## config.mk

```make
export PLATFORM = sky130hd
export DESIGN_NAME = arb_mux_nx1
export DESIGN_NICKNAME = d
export VERILOG_FILES = /design/src/rtl/arb_pkg.sv /design/src/rtl/rr_grant.sv /design/src/rtl/arb_mux_nx1.sv
export SDC_FILE = /design/constraint.sdc
export NUM_CORES = 1
export LEC_CHECK = 0
export ABC_AREA = 1
export CORE_UTILIZATION = 36
export CTS_CLUSTER_SIZE = 20
export DETAILED_ROUTE_END_ITERATION = 7
export PLACE_DENSITY = 0.87
export SLEW_MARGIN = 20
export SYNTH_ARGS = -nofsm -noshare
export SYNTH_HDL_FRONTEND = slang
export SYNTH_SLANG_ARGS = --single-unit
```

## constraint.sdc

```tcl
create_clock -name i_clk -period 2.6 [get_ports i_clk]
set_input_delay 0.52 -clock i_clk [delete_from_list [all_inputs] [get_ports i_clk]]
set_output_delay 0.52 -clock i_clk [all_outputs]
set_load 0.02 [all_outputs]
```

## src/rtl/arb_pkg.sv

```systemverilog
// Shared types and helpers for the arbitrating N:1 multiplexer.
package arb_pkg;

    typedef enum logic {
        ARB_FIXED = 1'b0,
        ARB_RR    = 1'b1
    } arb_mode_e;

    // Channel index width; a single-channel mux still carries a 1-bit select.
    function automatic int unsigned sel_w(input int unsigned n);
        return (n <= 1) ? 1 : $clog2(n);
    endfunction

endpackage

```

## src/rtl/rr_grant.sv

```systemverilog
// Combinational arbiter: fixed priority (lowest index) or round-robin from ptr.
module rr_grant
    import arb_pkg::*;
#(
    parameter int unsigned N = 4
) (
    input  logic [N-1:0]           req,
    input  logic [sel_w(N)-1:0]    ptr,
    input  arb_mode_e              rr_mode,
    output logic [N-1:0]           gnt,
    output logic [sel_w(N)-1:0]    gnt_idx,
    output logic                   any_gnt
);

    localparam int unsigned SEL_W = sel_w(N);

    // First pass covers [ptr, N-1] (whole range in fixed mode); second pass wraps to [0, ptr).
    always_comb begin
        gnt     = '0;
        gnt_idx = '0;
        any_gnt = 1'b0;
        for (int i = 0; i < N; i++) begin
            if (!any_gnt && req[i] && ((rr_mode == ARB_FIXED) || (i >= int'(ptr)))) begin
                gnt[i]  = 1'b1;
                gnt_idx = SEL_W'(i);
                any_gnt = 1'b1;
            end
        end
        for (int i = 0; i < N; i++) begin
            if (!any_gnt && req[i]) begin
                gnt[i]  = 1'b1;
                gnt_idx = SEL_W'(i);
                any_gnt = 1'b1;
            end
        end
    end

endmodule

```

## src/rtl/arb_mux_nx1.sv

```systemverilog
// N-input arbitrating multiplexer with valid/ready handshakes and a registered output beat.
module arb_mux_nx1
    import arb_pkg::*;
#(
    parameter int unsigned WIDTH   = 32,
    parameter int unsigned N       = 4,
    parameter bit          RR_MODE = 1'b1
) (
    input  logic                   i_clk,
    input  logic                   i_reset,
    input  logic [N-1:0]           i_in_valid,
    input  logic [N*WIDTH-1:0]     i_in_data,
    output logic [N-1:0]           o_in_ready,
    output logic                   o_out_valid,
    output logic [WIDTH-1:0]       o_out_data,
    output logic [sel_w(N)-1:0]    o_out_sel,
    input  logic                   i_out_ready
);

    localparam int unsigned SEL_W = sel_w(N);
    localparam arb_mode_e   MODE  = RR_MODE ? ARB_RR : ARB_FIXED;

    logic                r_out_valid;
    logic [WIDTH-1:0]    r_out_data;
    logic [SEL_W-1:0]    r_out_sel;
    logic [SEL_W-1:0]    r_ptr;

    logic                w_load_en;
    logic [N-1:0]        w_gnt;
    logic [SEL_W-1:0]    w_gnt_idx;
    logic                w_any_gnt;
    logic [WIDTH-1:0]    w_sel_data;

    // Output register is empty or being drained this cycle.
    assign w_load_en = !r_out_valid || i_out_ready;

    rr_grant #(
        .N (N)
    ) u_rr_grant (
        .req     (i_in_valid),
        .ptr     (r_ptr),
        .rr_mode (MODE),
        .gnt     (w_gnt),
        .gnt_idx (w_gnt_idx),
        .any_gnt (w_any_gnt)
    );

    // Accept only the granted channel, and only when the output can take a beat.
    assign o_in_ready = (w_load_en && !i_reset) ? w_gnt : '0;

    // One-hot OR mux of the granted channel's payload.
    always_comb begin
        w_sel_data = '0;
        for (int i = 0; i < N; i++) begin
            if (w_gnt[i]) begin
                w_sel_data = w_sel_data | i_in_data[i*WIDTH +: WIDTH];
            end
        end
    end

    // Output beat register and round-robin pointer.
    always_ff @(posedge i_clk or posedge i_reset) begin
        if (i_reset) begin
            r_out_valid <= 1'b0;
            r_out_data  <= '0;
            r_out_sel   <= '0;
            r_ptr       <= '0;
        end else if (w_load_en) begin
            if (w_any_gnt) begin
                r_out_valid <= 1'b1;
                r_out_data  <= w_sel_data;
                r_out_sel   <= w_gnt_idx;
                if (RR_MODE) begin
                    r_ptr <= (w_gnt_idx == SEL_W'(N - 1)) ? '0 : w_gnt_idx + SEL_W'(1);
                end
            end else begin
                r_out_valid <= 1'b0;
            end
        end
    end

    assign o_out_valid = r_out_valid;
    assign o_out_data  = r_out_data;
    assign o_out_sel   = r_out_sel;

endmodule

```

After elaboration in Yosys (flattened, before gate mapping)
Index checks and enable logic that the tools add are counted.
{"block": "totals", "regBits": 37, "output_inout_bits": 39, "word_cells": 63}
{"block": "classes", "addsub": 1, "order_cmp": 3, "n_eq_ne": 1, "mux": 29, "bitwise_logic": 3, "reduce_logical": 22}
{"op": "$mux 32", "n": 4}
{"op": "$or 32x32->32", "n": 3}
{"op": "$mux 1", "n": 17}
{"op": "$mux 2", "n": 7}
{"op": "$logic_and 1x1->1", "n": 11}
{"op": "$logic_not 1->1", "n": 9}
{"op": "$ge 1x2->1 const A", "n": 2}
{"op": "$mux 4", "n": 1}
{"op": "$add 2x1->2 const B", "n": 1}
{"op": "$eq 2x2->1 const B", "n": 1}
{"op": "$ge 2x2->1 const A", "n": 1}
{"op": "$reduce_and 2->1", "n": 1}
{"op": "$logic_or 1x1->1", "n": 1}

Depth between registers and ports, before layout
{"block": "logic_depth", "word_depth": 28, "mapped_depth": 11, "ltp_nobuf": 10}

Modules after synthesis
A second synthesis with hierarchy kept.
{"block": "unflattened", "cells_unflattened": 407, "hier_area_um2": 2568.7}
{"mod": "arb_mux_nx1", "n_inst": 1, "cells_per_inst": 378, "area_each_um2": 2438.6, "seq_area_each_um2": 925.9}
{"mod": "rr_grant", "n_inst": 1, "cells_per_inst": 29, "area_each_um2": 130.1, "seq_area_each_um2": 0.0}

Worst setup path before layout
No wires, ideal clock.
{"block": "synth_timing", "path_kind": "input to output", "startpoint": "in i_reset", "endpoint": "out o_in_ready[0]", "t_arrival_ns": 1.941, "setup_slack_ns": 0.139, "cell_stages": 3, "path_buffers": 0, "path_cell_list": "inv_1 nand2_1 a21oi_1"}
{"block": "synth_via", "elab_chain_len": 3}
{"element": "from (decl)", "line_no": "arb_mux_nx1.sv:10", "text": "input logic i_reset,"}
{"element": "$logic_not 1->1 (no line)"}
{"element": "$logic_and 1x1->1", "line_no": "arb_mux_nx1.sv:49", "text": "assign o_in_ready = (w_load_en && !i_reset) ? w_gnt : '0;"}
{"element": "$mux 4", "line_no": "arb_mux_nx1.sv:49"}
{"element": "to (decl)", "line_no": "arb_mux_nx1.sv:13", "text": "output logic [N-1:0] o_in_ready,"}
No other way between the ends.

Worst setup path in the final report
{"block": "layout_timing", "startpoint": "in i_in_valid[0]", "endpoint": "out o_in_ready[1]"}
{"block": "layout_via", "elab_chain_len": 20}
{"element": "from (decl)", "line_no": "arb_mux_nx1.sv:11", "text": "input logic [N-1:0] i_in_valid,"}
{"element": "$logic_and 1x1->1", "line_no": "rr_grant.sv:23", "text": "if (!any_gnt && req[i] && ((rr_mode == ARB_FIXED) || (i >= int'(ptr)))) begin"}
{"element": "$mux 1", "line_no": "rr_grant.sv:23"}
{"element": "$logic_not 1->1", "line_no": "rr_grant.sv:23"}
{"element": "$logic_and 1x1->1 (2 in series)", "line_no": "rr_grant.sv:23"}
{"element": "$mux 1", "line_no": "rr_grant.sv:23"}
{"element": "$logic_not 1->1", "line_no": "rr_grant.sv:23"}
{"element": "$logic_and 1x1->1 (2 in series)", "line_no": "rr_grant.sv:23"}
{"element": "$mux 1", "line_no": "rr_grant.sv:23"}
{"element": "[... 2 more ...]"}
{"element": "$mux 1", "line_no": "rr_grant.sv:23"}
{"element": "$logic_not 1->1", "line_no": "rr_grant.sv:30", "text": "if (!any_gnt && req[i]) begin"}
{"element": "$logic_and 1x1->1", "line_no": "rr_grant.sv:30"}
{"element": "$mux 1", "line_no": "rr_grant.sv:30"}
{"element": "$logic_not 1->1", "line_no": "rr_grant.sv:30"}
{"element": "$logic_and 1x1->1", "line_no": "rr_grant.sv:30"}
{"element": "$mux 1 *", "line_no": "rr_grant.sv:30"}
{"element": "$mux 4 *", "line_no": "arb_mux_nx1.sv:49"}
Mark *: on every way between the ends. The rest lies on a longest branch, timed or not.

==> impl_metrics.json <==
{
  "grtUsageTotal_pct": 24.0,
  "peakVddDrop_mv": 0.387,
  "utilization_pct": 66.5,
  "antenna_cells": 0,
  "cp_cell_sequence": "clkdlybuf4s50_1 > nand2_1 > nand2_1 > nor2_4 > nand3_1 > a21oi_1 > clkdlybuf4s15_1",
  "netlist_instances": 424,
  "synth_flop_cell": "dfrtp_1",
  "postLayoutSetupSlackWorst_ns": 0.0720,
  "avgViaCountPerCell": 4.63,
  "cts_max_level": 2,
  "min_period_ns": 2.53,
  "synthSimpleGateAreaFrac_pct": 44.6,
  "synth_fa_ha_area_share_pct": 0,
  "max_stage_delay_ns": 0.50,
  "ys_seq_area_share_pct": 36.5,
  "crit_cells": 7,
  "worst_pin_slew_ns": 0.481,
  "clkTransAtPathRegs_ns": 0.08,
  "synth-xor-area-share_pct": 0,
  "tns_ns": 0,
  "cap_viol_max_count": 0,
  "ys_warn_count": 0,
  "critPathKind": "in2out",
  "register_area_um2": 926,
  "routed_wl_um": 8680,
  "synthArstFlopShare_pct": 100,
  "yosysTopAreaCell": "dfrtp_1",
  "nets": 740,
  "fmax_mhz": 396,
  "power_mw": 3.05,
  "drtIter0Drc": 168,
  "antenna_found_initial": 0,
  "yosysMostFrequentCell": "nand2_1",
  "reg2reg_to": "o_out_data[12]",
  "core_area_mm2": 0.00679,
  "min_path_cells": 2,
  "synthMuxAreaShare_pct": 0,
  "postRouteAntennaNets": 0,
  "syn_avg_cell_area_um2": 5.98,
  "hold-path-endpoint": "o_out_sel[1]",
  "start_util_pct": 37.3,
  "crit_buf_inv": 2,
  "syn-cell-area_mm2": 0.00253,
  "slew_headroom_pct": 67.9,
  "crit_slowest_cell": "clkdlybuf4s50_1",
  "final_hold_viol_count": 0,
  "dp_hpwl_um": 6760,
  "synth_fp_nets": 559,
  "cp.arrival_ns": 2.01,
  "cellPowerDensity_mw_per_mm2": 676,
  "fp.dieW_um": 85.9,
  "io_buffers": 173,
  "cts_buffer_depth": 2,
  "hold_start": "o_out_sel[1]",
  "die_height_um": 85.9,
  "cts_tree": "built",
  "r2r_start": "r_ptr[0]",
  "ios": 174,
  "dieArea_mm2": 0.00738,
  "grt_max_degree": 38,
  "synth_compound_area_share_pct": 8.00,
  "vias": 3247,
  "post-place-ws_ns": -0.235,
  "worstSetupEndpointType": "output port",
  "cts_setup_buffers": 0,
  "startpoint_type": "input pin",
  "ff2ff_setup_slack_ns": 0.66,
  "ys_ff_latch": 37,
  "p_leak_nw": 2.27,
  "clk_latency_ns": 0.29,
  "area_growth_pct": 78.1,
  "skew_ns": 0.00675,
  "path_max_fanout": 4,
  "multi_input_area_mm2": 0.00134,
  "synth_cell_types": 18,
  "place.gp.congestion": 0.907,
  "period_share_pct": 97.2,
  "netlist.area_leader.share_pct": 36.5,
  "synth_edf_count": 0,
  "finish.instance_area_mm2": 0.00452,
  "status": "finished clean",
  "synth_common_cells": "nand2_1 (143), nor2_1 (131), inv_1 (38), a21oi_1 (37), dfrtp_1 (37)",
  "ys_top_cells_by_area": "dfrtp_1 (37%), nand2_1 (21%), nor2_1 (19%)",
  "fp-row-count": 30,
  "fillCellCount": 601,
  "hp-class": "reg2reg",
  "critPathRequiredTime_ns": 2.08,
  "drc": 0,
  "crit_top_cell": "nand2_1",
  "synth_top_family_by_area": "simple AND/OR/NAND/NOR gates",
  "place_area_mm2": 0.00444,
  "cts.sinks": 37,
  "routedWlPerCell_um": 12.4,
  "numCtsBuffers": 5,
  "drive_gt1_share_pct": 6.60,
  "clock_tree.root_cell": "clkbuf_8",
  "cp_top_family": "buffers and inverters",
  "ff2ff_path_depth": 10,
  "grt_pass1_vias": 3177,
  "setup_viol": 0,
  "drtPass1Iterations": 5,
  "drv_slew": 0,
  "grt_pass1_wl_um": 14000,
  "gr-total-overflow": 0
}
## cells by family after synthesis
logic type	count (synthesis)
AOI/OAI and AO/OA	40
and+or+nand+nor	288
buffers and inverters	59
DFF	37
## cell usage in the layout (no fill, tap or decap), drive strengths merged
cell,n
a21oi,37
buf,20
clkbuf,7
clkdlybuf4s15,1
clkdlybuf4s50,169
clkinv,2
dfrtp,37
dlygate4sd2,2
inv,40
nand2,148
nand3,6
nand4,2
nor2,132
o21a,1
o21ai,2
## repair_timing
item / CTS / global route
setup endpoints to repair: 4 / 3
resized for setup: 4 / 4
cloned: 0 / 0
hold buffers: 0 / 0
## routing by layer
layer | routed length [µm] | global-route usage (%) | vias to the layer above | share of wire, %
li1 | - | - | 1629 | -
met1 | 3360 | 26.4 | 1460 | 39
met2 | 4530 | 45.5 | 144 | 52
met3 | 696 | 6.16 | 14 | 8.0
met4 | 96 | 6.06 | 0 | 1.1
met5 | 0 | 0 | - | 0
## worst register-to-register path, cell delays in order (launching register included)
cell,delay (ns)
dfrtp_1,0.41
nor2_1,0.20
a21oi_2,0.11
buf_4,0.15
nand3_2,0.06
buf_4,0.36
nor2_1,0.09
a21oi_1,0.14
nand2_1,0.09
nor2_1,0.15
nor2_1,0.06
## state kept, by name, summed over array words and instances, names as in the netlist
name	flops
o_out_data	32
o_out_valid	1
r_ptr	2
o_out_sel	2
## where the power goes
group | switching [mW] | leakage (nW) | internal, mW | total, mW
Clock | 0.206 | 0.0450 | 0.186 | 0.392
Sequential | 0.115 | 0.429 | 0.776 | 0.891
Combinational | 0.944 | 1.79 | 0.825 | 1.77
Total | 1.27 | 2.27 | 1.79 | 3.05
## worst max path at each step
| stage | start | endpoint | slack [ns] |
|---|---|---|---|
| floorplan | i_reset | o_in_ready[0] | 0.14 |
| global placement | i_in_valid[1] | o_in_ready[2] | -0.14 |
| detailed placement | i_in_valid[1] | o_in_ready[2] | -0.23 |
| global route | i_in_valid[0] | o_in_ready[1] | -0.03 |
| finish | i_in_valid[0] | o_in_ready[1] | 0.07 |
| CTS | i_in_valid[1] | o_in_ready[2] | 0.02 |
## final cells by class
cell class	count	share of cell area (%)
Clock buffer	6	1.61
Clock inverter	2	0.222
Inverter	40	3.33
Multi-Input combinational cell	328	29.6
Sequential cell	37	20.5
Tap cell	96	2.66
Timing Repair Buffer	193	42.1
## per-stage QoR
step | instances | hold WS [ns]
after floorplan | 424 | 0.486
after global placement | 694 | 0.473
after detailed placement | 694 | 0.472
after CTS | 702 | 0.505
after global routing | 702 | 0.537
final | 702 | 0.499
Note: power is estimated with default switching activity, not from simulation.
